**src/rtl/kbd_pkg.sv**
```systemverilog
// Shared types and constants for the PS/2 key buffer: receiver states,
// key_data field positions and the CPU address region code of the key port.
package kbd_pkg;

   typedef enum logic [1:0] {
      IDLE   = 2'd0,
      DATA   = 2'd1,
      PARITY = 2'd2,
      STOP   = 2'd3
   } rx_state_e;

   localparam int HEAD_LSB     = 0;
   localparam int NONEMPTY_BIT = 8;
   localparam int OVERFLOW_BIT = 9;

   localparam logic [11:0] KEY_REGION = 12'h003;

endpackage

```
**src/rtl/ps2_key_buffer_if.sv**
```systemverilog
// CPU-facing key port of the PS/2 key buffer, plus the receiver state for observation.
interface ps2_key_buffer_if;
   // read_key is a level strobe held while the key region is addressed; the
   // buffer pops once on its rising edge. key_data is always valid and shows the
   // current head, so no ready/valid pair is needed in either direction.
   logic                read_key;
   logic [31:0]         key_data;
   kbd_pkg::rx_state_e  rx_state;

   modport master (output read_key, input key_data, input rx_state);
   modport slave  (input read_key, output key_data, output rx_state);
endinterface

```
**src/rtl/ps2_rx.sv**
```systemverilog
// PS/2 frame receiver: pad synchronizers, falling-edge detect, frame FSM with
// timeout. Odd-parity checking is enabled by defining PS2_PARITY_CHK_EN.
module ps2_rx
   import kbd_pkg::*;
#(
   parameter int TIMEOUT_CYC = 50000
) (
   input  logic       clk,
   input  logic       rst,
   input  logic       ps2_clk,
   input  logic       ps2_data,
   output logic [7:0] rx_byte,
   output logic       rx_valid,
   output rx_state_e  state
);

   localparam int TW = $clog2(TIMEOUT_CYC + 1);

`ifdef PS2_PARITY_CHK_EN
   localparam bit PARITY_CHK = 1'b1;
`else
   localparam bit PARITY_CHK = 1'b0;
`endif

   logic [1:0]    clk_sync;
   logic [1:0]    data_sync;
   logic          clk_q;
   logic          fall;
   logic          s_data;
   rx_state_e     state_n;
   logic [2:0]    bit_cnt, bit_cnt_n;
   logic [7:0]    shift, shift_n;
   logic          parity, parity_n;
   logic [TW-1:0] tmo, tmo_n;
   logic          push_n;
   logic          frame_ok;

   assign fall     = clk_q & ~clk_sync[1];
   assign s_data   = data_sync[1];
   assign frame_ok = !PARITY_CHK || (^{shift, parity});

   always_ff @(posedge clk) begin
      if (rst) begin
         clk_sync  <= 2'b11;
         data_sync <= 2'b11;
         clk_q     <= 1'b1;
         state     <= IDLE;
         bit_cnt   <= '0;
         shift     <= '0;
         parity    <= 1'b0;
         tmo       <= '0;
         rx_valid  <= 1'b0;
         rx_byte   <= '0;
      end else begin
         clk_sync  <= {clk_sync[0], ps2_clk};
         data_sync <= {data_sync[0], ps2_data};
         clk_q     <= clk_sync[1];
         state     <= state_n;
         bit_cnt   <= bit_cnt_n;
         shift     <= shift_n;
         parity    <= parity_n;
         tmo       <= tmo_n;
         rx_valid  <= push_n;
         if (push_n) rx_byte <= shift;
      end
   end

   always_comb begin
      state_n   = state;
      bit_cnt_n = bit_cnt;
      shift_n   = shift;
      parity_n  = parity;
      push_n    = 1'b0;
      tmo_n     = (state == IDLE || fall) ? '0 : tmo + TW'(1);
      // A stalled partial frame is abandoned once the silence reaches TIMEOUT_CYC.
      if (state != IDLE && !fall && tmo == TW'(TIMEOUT_CYC - 1)) begin
         state_n = IDLE;
         tmo_n   = '0;
      end else if (fall) begin
         case (state)
            IDLE: begin
               if (!s_data) begin
                  state_n   = DATA;
                  bit_cnt_n = '0;
               end
            end
            DATA: begin
               shift_n   = {s_data, shift[7:1]};
               bit_cnt_n = bit_cnt + 3'd1;
               if (bit_cnt == 3'd7) state_n = PARITY;
            end
            PARITY: begin
               parity_n = s_data;
               state_n  = STOP;
            end
            STOP: begin
               push_n  = s_data & frame_ok;
               state_n = IDLE;
            end
            default: state_n = IDLE;
         endcase
      end
   end

endmodule

```
**src/rtl/ps2_key_buffer.sv**
```systemverilog
// PS/2 key buffer top: receiver plus scan-code FIFO read by the CPU key port.
// Optional odd-parity frame check is controlled by the PS2_PARITY_CHK_EN macro.
module ps2_key_buffer
   import kbd_pkg::*;
#(
   parameter int DEPTH       = 8,
   parameter int TIMEOUT_CYC = 50000
) (
   input  logic             clk,
   input  logic             rst,
   input  logic             ps2_clk,
   input  logic             ps2_data,
   ps2_key_buffer_if.slave  bus
);

   localparam int AW = $clog2(DEPTH);
   localparam logic [AW:0] FULL_CNT = (AW + 1)'(DEPTH);

   logic [7:0]    mem [DEPTH];
   logic [AW-1:0] wr_ptr, rd_ptr;
   logic [AW:0]   count;
   logic          overflow;
   logic          read_key_q;
   logic [7:0]    rx_byte;
   logic          rx_valid;
   rx_state_e     rx_state;
   logic          pop_evt, do_pop, do_push, drop, empty, full;
   logic [7:0]    head;

   ps2_rx #(.TIMEOUT_CYC(TIMEOUT_CYC)) u_rx (
      .clk      (clk),
      .rst      (rst),
      .ps2_clk  (ps2_clk),
      .ps2_data (ps2_data),
      .rx_byte  (rx_byte),
      .rx_valid (rx_valid),
      .state    (rx_state)
   );

   assign empty   = (count == '0);
   assign full    = (count == FULL_CNT);
   assign pop_evt = bus.read_key & ~read_key_q;
   assign do_pop  = pop_evt & ~empty;
   // A pop frees the slot a same-cycle push needs, so full only drops without one.
   assign do_push = rx_valid & (~full | do_pop);
   assign drop    = rx_valid & full & ~do_pop;

   always_ff @(posedge clk) begin
      if (rst) begin
         wr_ptr     <= '0;
         rd_ptr     <= '0;
         count      <= '0;
         overflow   <= 1'b0;
         read_key_q <= 1'b0;
      end else begin
         read_key_q <= bus.read_key;
         if (do_push) wr_ptr <= wr_ptr + AW'(1);
         if (do_pop)  rd_ptr <= rd_ptr + AW'(1);
         case ({do_push, do_pop})
            2'b10:   count <= count + (AW + 1)'(1);
            2'b01:   count <= count - (AW + 1)'(1);
            default: count <= count;
         endcase
         if (drop)         overflow <= 1'b1;
         else if (pop_evt) overflow <= 1'b0;
      end
   end

   always_ff @(posedge clk) begin
      if (do_push) mem[wr_ptr] <= rx_byte;
   end

   assign head = empty ? 8'h00 : mem[rd_ptr];

   always_comb begin
      bus.key_data                       = '0;
      bus.key_data[HEAD_LSB +: 8]        = head;
      bus.key_data[NONEMPTY_BIT]         = ~empty;
      bus.key_data[OVERFLOW_BIT]         = overflow;
   end

   assign bus.rx_state = rx_state;

endmodule

```
**src/flat_wrapper.sv**
```systemverilog
// flat-port wrapper written by rule: the top's interface ports become plain ports
module ps2_key_buffer_flat import kbd_pkg::*;
#(
   parameter int DEPTH       = 8,
   parameter int TIMEOUT_CYC = 50000
)
  (clk, rst, ps2_clk, ps2_data, bus_read_key, bus_key_data, bus_rx_state);
  ps2_key_buffer_if bus_i ();
  input  logic clk;
  input  logic rst;
  input  logic ps2_clk;
  input  logic ps2_data;
  input wire logic [$bits(bus_i.read_key)-1:0] bus_read_key;
  output wire logic [$bits(bus_i.key_data)-1:0] bus_key_data;
  output wire logic [$bits(bus_i.rx_state)-1:0] bus_rx_state;
  assign bus_i.read_key = bus_read_key;
  assign bus_key_data = bus_i.key_data;
  assign bus_rx_state = bus_i.rx_state;
  ps2_key_buffer #(.DEPTH(DEPTH), .TIMEOUT_CYC(TIMEOUT_CYC)) u_core (.clk(clk), .rst(rst), .ps2_clk(ps2_clk), .ps2_data(ps2_data), .bus(bus_i));
endmodule
```
**config.mk**
```make
export PLATFORM = sky130hd
export DESIGN_NAME = ps2_key_buffer_flat
export DESIGN_NICKNAME = d
export VERILOG_FILES = /design/src/rtl/kbd_pkg.sv /design/src/rtl/ps2_key_buffer_if.sv /design/src/rtl/ps2_rx.sv /design/src/rtl/ps2_key_buffer.sv /design/src/flat_wrapper.sv
export SDC_FILE = /design/constraint.sdc
export NUM_CORES = 1
export LEC_CHECK = 0
export BUFFER_PORTS_ARGS = -buffer_cell sky130_fd_sc_hd__buf_2
export CAP_MARGIN = 20
export CELL_PAD_IN_SITES_DETAIL_PLACEMENT = 1
export CELL_PAD_IN_SITES_GLOBAL_PLACEMENT = 2
export CORE_UTILIZATION = 41
export CTS_CLUSTER_DIAMETER = 120
export DETAILED_ROUTE_END_ITERATION = 6
export PLACE_DENSITY = 0.91
export SLEW_MARGIN = 20
export SYNTH_ARGS = -nofsm -noshare
export SYNTH_HDL_FRONTEND = slang
export SYNTH_HIERARCHICAL = 1
export SYNTH_SLANG_ARGS = --single-unit
```
**constraint.sdc**
```tcl
create_clock -name clk -period 2.2 [get_ports clk]
set_input_delay 0.44 -clock clk [delete_from_list [all_inputs] [get_ports clk]]
set_output_delay 0.44 -clock clk [all_outputs]
set_load 0.05 [all_outputs]
```
==> After elaboration in Yosys (flattened, before gate mapping) <==
Memories as Yosys holds them, arrays and structs flattened. A register that Yosys moved wholly into a read port is not among the register bits.
Cells that the tools add are included.
{ "op_classes": {"eq_ne": 10, "bitwise": 13, "n_reduce_logical": 15, "add_sub_neg": 6, "mux": 16} }
{ "ops": {"columns": ["cell", "count"], "rows": [
  ["16-bit by 1-bit adder with 16-bit output, second input constant", 1],
  ["16-bit equality test, second input constant", 1],
  ["3-bit by 1-bit adder with 3-bit output, second input constant", 3],
  ["3-bit 2-to-1 mux", 3],
  ["8-bit 2-to-1 mux", 1],
  ["2-bit one-hot mux with 4 select lines", 1],
  ["4-bit one-hot mux with 2 select lines", 1],
  ["2-bit nonzero test", 4],
  ["1-bit 2-to-1 mux", 7],
  ["1-bit bitwise AND", 6],
  ["2-bit equality test, second input constant", 3],
  ["1-bit inverter", 6],
  ["3-bit one-hot mux with 2 select lines", 1],
  ["3-bit AND reduction", 2],
  ["4-bit by 1-bit adder with 4-bit output, second input constant", 1],
  ["2-bit by 1-bit equality test with 1-bit output, second input constant", 2],
  ["4-bit equality test, second input constant", 1],
  ["4-bit logical NOT", 1],
  ["2-bit 2-to-1 mux", 2],
  ["2-bit inequality test, second input constant", 2],
  ["4-bit AND reduction", 1],
  ["4-bit by 1-bit subtractor with 4-bit output, second input constant", 1],
  ["3-bit equality test, second input constant", 1],
  ["3-bit OR reduction", 1],
  ["other kinds (6)", 7]
]} }
{ "word_totals": {"word_cells": 75, "reg_bits": 55, "inputBits": 5, "ram_bits": 64, "n_memories": 1} }
{ "mem_list": {"columns": ["name", "words", "word_bits", "read_ports", "rd_clocked_by_memory_dff", "wr", "line_no", "rtl"], "rows": [
  ["u_core.mem", 8, 8, 1, 1, 1, "ps2_key_buffer.sv:19", "logic [7:0] mem [DEPTH];"]
]} }

==> Depth between registers and ports, before layout <==
{ "logic_depth": {"ltp_word": 7, "mapped_depth": 9, "mapped_depth_nobuf": 8} }

==> By module <==
The synthesis kept the hierarchy.
{ "modules_own_cells": {"columns": ["module", "cells_each", "seq_area_each_um2", "instances", "area_each_um2"], "rows": [
  ["ps2_key_buffer", 221, 2222.1, 1, 3422.0],
  ["ps2_rx", 196, 860.8, 1, 1745.4]
]} }

==> Least setup slack after synthesis <==
Ideal clock, no wire load.
{ "synth_path": {"kind": "flip-flop to output port", "startpoint": "reg (tool-made name)", "endpoint": "out bus_key_data[5]", "arrival_time_ps": 1702, "slack_ps": 58, "stages_incl_launch_ff": 6, "path_buffers": 2, "required_ps": 1760, "path_cell_list": "dfxtp_1 -> buf_2 -> buf_4 -> mux4_2 -> mux2i_1 -> nor2_1"} }
{ "synth_lines": {"columns": ["element", "line_no", "rtl"], "rows": [
  ["to (decl)", "flat_wrapper.sv:14", "output wire logic [$bits(bus_i.key_data)-1:0] bus_key_data;"]
]} }

==> impl_metrics.ini <==
[synth]
synth_edf_count = 64
netlist_instances = 417
yosysSeqAreaShare = 0.597
synth_area_um2 = 5170
avgSynthCellArea_um2 = 12.4
yosysWarnings = 6
async_flop_share = 0
synth_ff_type = edfxtp_1
synth_cell_types = 52
ys_ff_latch = 122

[worst_setup_path]
worstPathRequired_ns = 1.76
path_class = register to primary output
r2r-start = u_core/count[2]$_SDFFE_PP0P_
critPathLaunchType = register
worst_setup_path_end_kind = primary output
reg2regPathDepth = 8
cp_data_arrival_time_ns = 1.88
r2r_end = u_core/count[2]$_SDFFE_PP0P_
rrSetupSlack_ns = 0.09
cp_max_fo = 8

[sta]
fin_ws_ns = -0.118
finClkSkew_ns = 0.00914
fmax_mhz = 431
setup_viol = 8
fin_crit_ns = 2.32
period_share = 1.05
worstMarginPinSlew_ns = 0.907
finalMaxSlewViolations = 0
slew_headroom = 0.393
hold_viol = 0
rsz0062_at_grt = true

[routing]
first_pass_iters = 4
vias_per_cell = 5.05
ant_nets = 0
first_iter_violations = 175
drc = 0
vias = 3188
avgRoutedWirePerCell_um = 16.7
totalWireLength_um = 10600

[hold_path]
hold_depth = 2
min_to = u_core/u_rx/clk_sync[0]$_SDFF_PP1_
hold_start = ps2_clk
hold_path.class = input pin to register

[layout]
diodes = 0
layout-drive-gt1-share = 0.225
syn_to_final_growth_pct = 18.5
final_cells = 631
fillerInstances = 1254
fin_nets = 465
final_util = 0.503

[place]
gp_congestion = 0.738
dp_hpwl_um = 7060
port-buffer-count = 16
pre_cts_slack_ns = 0.0565
dp_cells = 598

[die]
placementRows = 40
fp.dieH_um = 114
coreArea_um2 = 12200
initial_core_util = 0.425
io_pins = 39
dieArea_um2 = 13100
die_w_um = 114

[pwr]
p_per_area_nw_per_um2 = 889
p_seq_frac = 0.437
comb_power_share = 0.025
clkPwrFrac = 0.538
p_sw_frac = 0.206
netSwitchingPower_mw = 1.12
p_int_mw = 4.32
p_total_mw = 5.44
peakVddDrop_mv = 0.454
leakagePower_nw = 2.13

[cts]
clkSinkCount = 122
cts-root-buf = clkbuf_16
hold_buffers = 0
cts_tree = built
path_clk_slew_ns = 0.05
worstSkewPairLatency_ns = 0.42
htree_num_levels = 4
cts_made_buffers = 17
cts_buffer_depth = 2

[run_status]
status = finished with violations
violations = negative setup slack

[global_route]
grt_usage = 0.178
grt_pass1_wl_um = 17000
grt_pass1_vias = 3345
gr-total-overflow = 0
antenna_found_initial = 0
grt_start_max_net_pins = 42

[flow_run]
maxCapViolations = 0
-- cell usage after synthesis, types with 10 or more instances --
library cell,count,share of area
edfxtp_1,64,0.37
dfxtp_1,58,0.22
nor2_1,44,0.032
nand2_1,36,0.026
buf_4,26,0.038
a21oi_1,22,0.021
nand3_1,17,0.016
mux4_2,16,0.070
xnor2_1,16,0.027
nor3_1,12,0.012
mux2i_1,11,0.021
ha_1,10,0.024
-- cell families (layout without fill, tap and decap cells) --
group / after synthesis / in the layout / share of synthesized area
AND/OR/NAND/NOR: 150 / 150 / 0.146
flip-flops: 122 / 122 / 0.597
buffers and inverters: 48 / 73 / 0.0596
AO/OA/AOI/OAI: 37 / 37 / 0.0431
multiplexers: 29 / 29 / 0.0954
XOR/XNOR: 20 / 20 / 0.0339
adder cells (fa/ha/maj): 10 / 10 / 0.0242
other: 1 / 22 / 0.000726
-- layer usage --
metal,GRT usage,vias to the layer above,routed length [um]
li1,-,1526,-
met3,0.0540,20,370
met5,0,-,0
met2,0.312,58,5560
met4,0.0788,0,228
met1,0.198,1584,4390
-- how the worst max path moves through the flow --
| stage | slack [ns] | to |
|---|---|---|
| final | -0.12 | bus_key_data[4] |
| after detailed placement | 0.06 | u_core/count[2]$_SDFFE_PP0P_ |
| after floorplan | 0.06 | bus_key_data[5] |
| after global routing | -0.21 | bus_key_data[4] |
| after CTS | -0.17 | bus_key_data[4] |
| after global placement | 0.14 | u_core/count[2]$_SDFFE_PP0P_ |
-- layout make-up --
| type | instances | area (um2) | area share |
|---|---|---|---|
| Multi-Input combinational cell | 268 | 1860 | 0.304 |
| Inverter | 7 | 26.3 | 0.00429 |
| Clock inverter | 14 | 195 | 0.0319 |
| Sequential cell | 122 | 3090 | 0.505 |
| Tap cell | 168 | 210 | 0.0343 |
| Timing Repair Buffer | 34 | 298 | 0.0487 |
| Clock buffer | 18 | 439 | 0.0717 |
-- flip-flops by register name (all words and copies together), names as in the netlist, named ones only --
register               count
u_core/u_rx/rx_valid       1
u_core/count               4
u_core/mem                64
u_core/u_rx/shift          8
u_core/u_rx/tmo           16
u_core/u_rx/rx_byte        8
u_core/read_key_q          1
u_core/u_rx/clk_sync       2
u_core/u_rx/clk_q          1
u_core/overflow            1
u_core/u_rx/data_sync      2
u_core/u_rx/state          2
u_core/rd_ptr              3
u_core/u_rx/bit_cnt        3
u_core/wr_ptr              3
-- per-stage QoR --
stage,hold WS (ns),TNS (ns),area (um2)
3_3_place_gp,0.395,0,5400
4_1_cts,0.187,-0.907,6110
5_1_grt,0.196,-1.27,6120
2_1_floorplan,0.389,0,5250
6_report,0.199,-0.621,6120
3_5_place_dp,0.400,0,5400
-- worst max-delay path, stage by stage, from the launching register on --
cell and delay [ns]:
dfxtp_4 0.39, buf_12 0.15, mux4_2 0.52, mux2i_2 0.18, nor2_1 0.08, buf_6 0.15
-- power groups by stage --
stage	Sequential (mW)	Combinational (mW)	Clock, mW
6_report	2.38	0.134	2.93
5_1_grt	2.38	0.143	3.07
4_1_cts	2.38	0.134	2.99
3_5_place_dp	2.43	0.133	0
3_3_place_gp	2.43	0.132	0
2_1_floorplan	2.43	0.146	0
-- cells in the final DEF, fill, tap and decap left out, drive strengths merged, types with 4 or more instances in the layout --
| cell | instances |
|---|---|
| buf | 34 |
| or2 | 5 |
| mux2i | 11 |
| ha | 10 |
| nand2 | 36 |
| a21oi | 23 |
| clkbuf | 18 |
| mux4 | 16 |
| nand3 | 17 |
| clkinv | 6 |
| nor2b | 6 |
| edfxtp | 64 |
| bufinv | 4 |
| nand4 | 4 |
| nor3 | 12 |
| nor4 | 6 |
| xor2 | 4 |
| xnor2 | 16 |
| o21ai | 5 |
| dfxtp | 58 |
| nor2 | 46 |
| nand2b | 5 |
| inv | 8 |
| conb | 22 |
-- what timing repair did --
item,in CTS,in global routing
gates resized for setup,20,3
endpoints found under the setup margin,8,17
pin swaps,0,4
gates cloned,1,0
buffers inserted,0,0
Note: power is estimated with default switching activity, not from simulation.
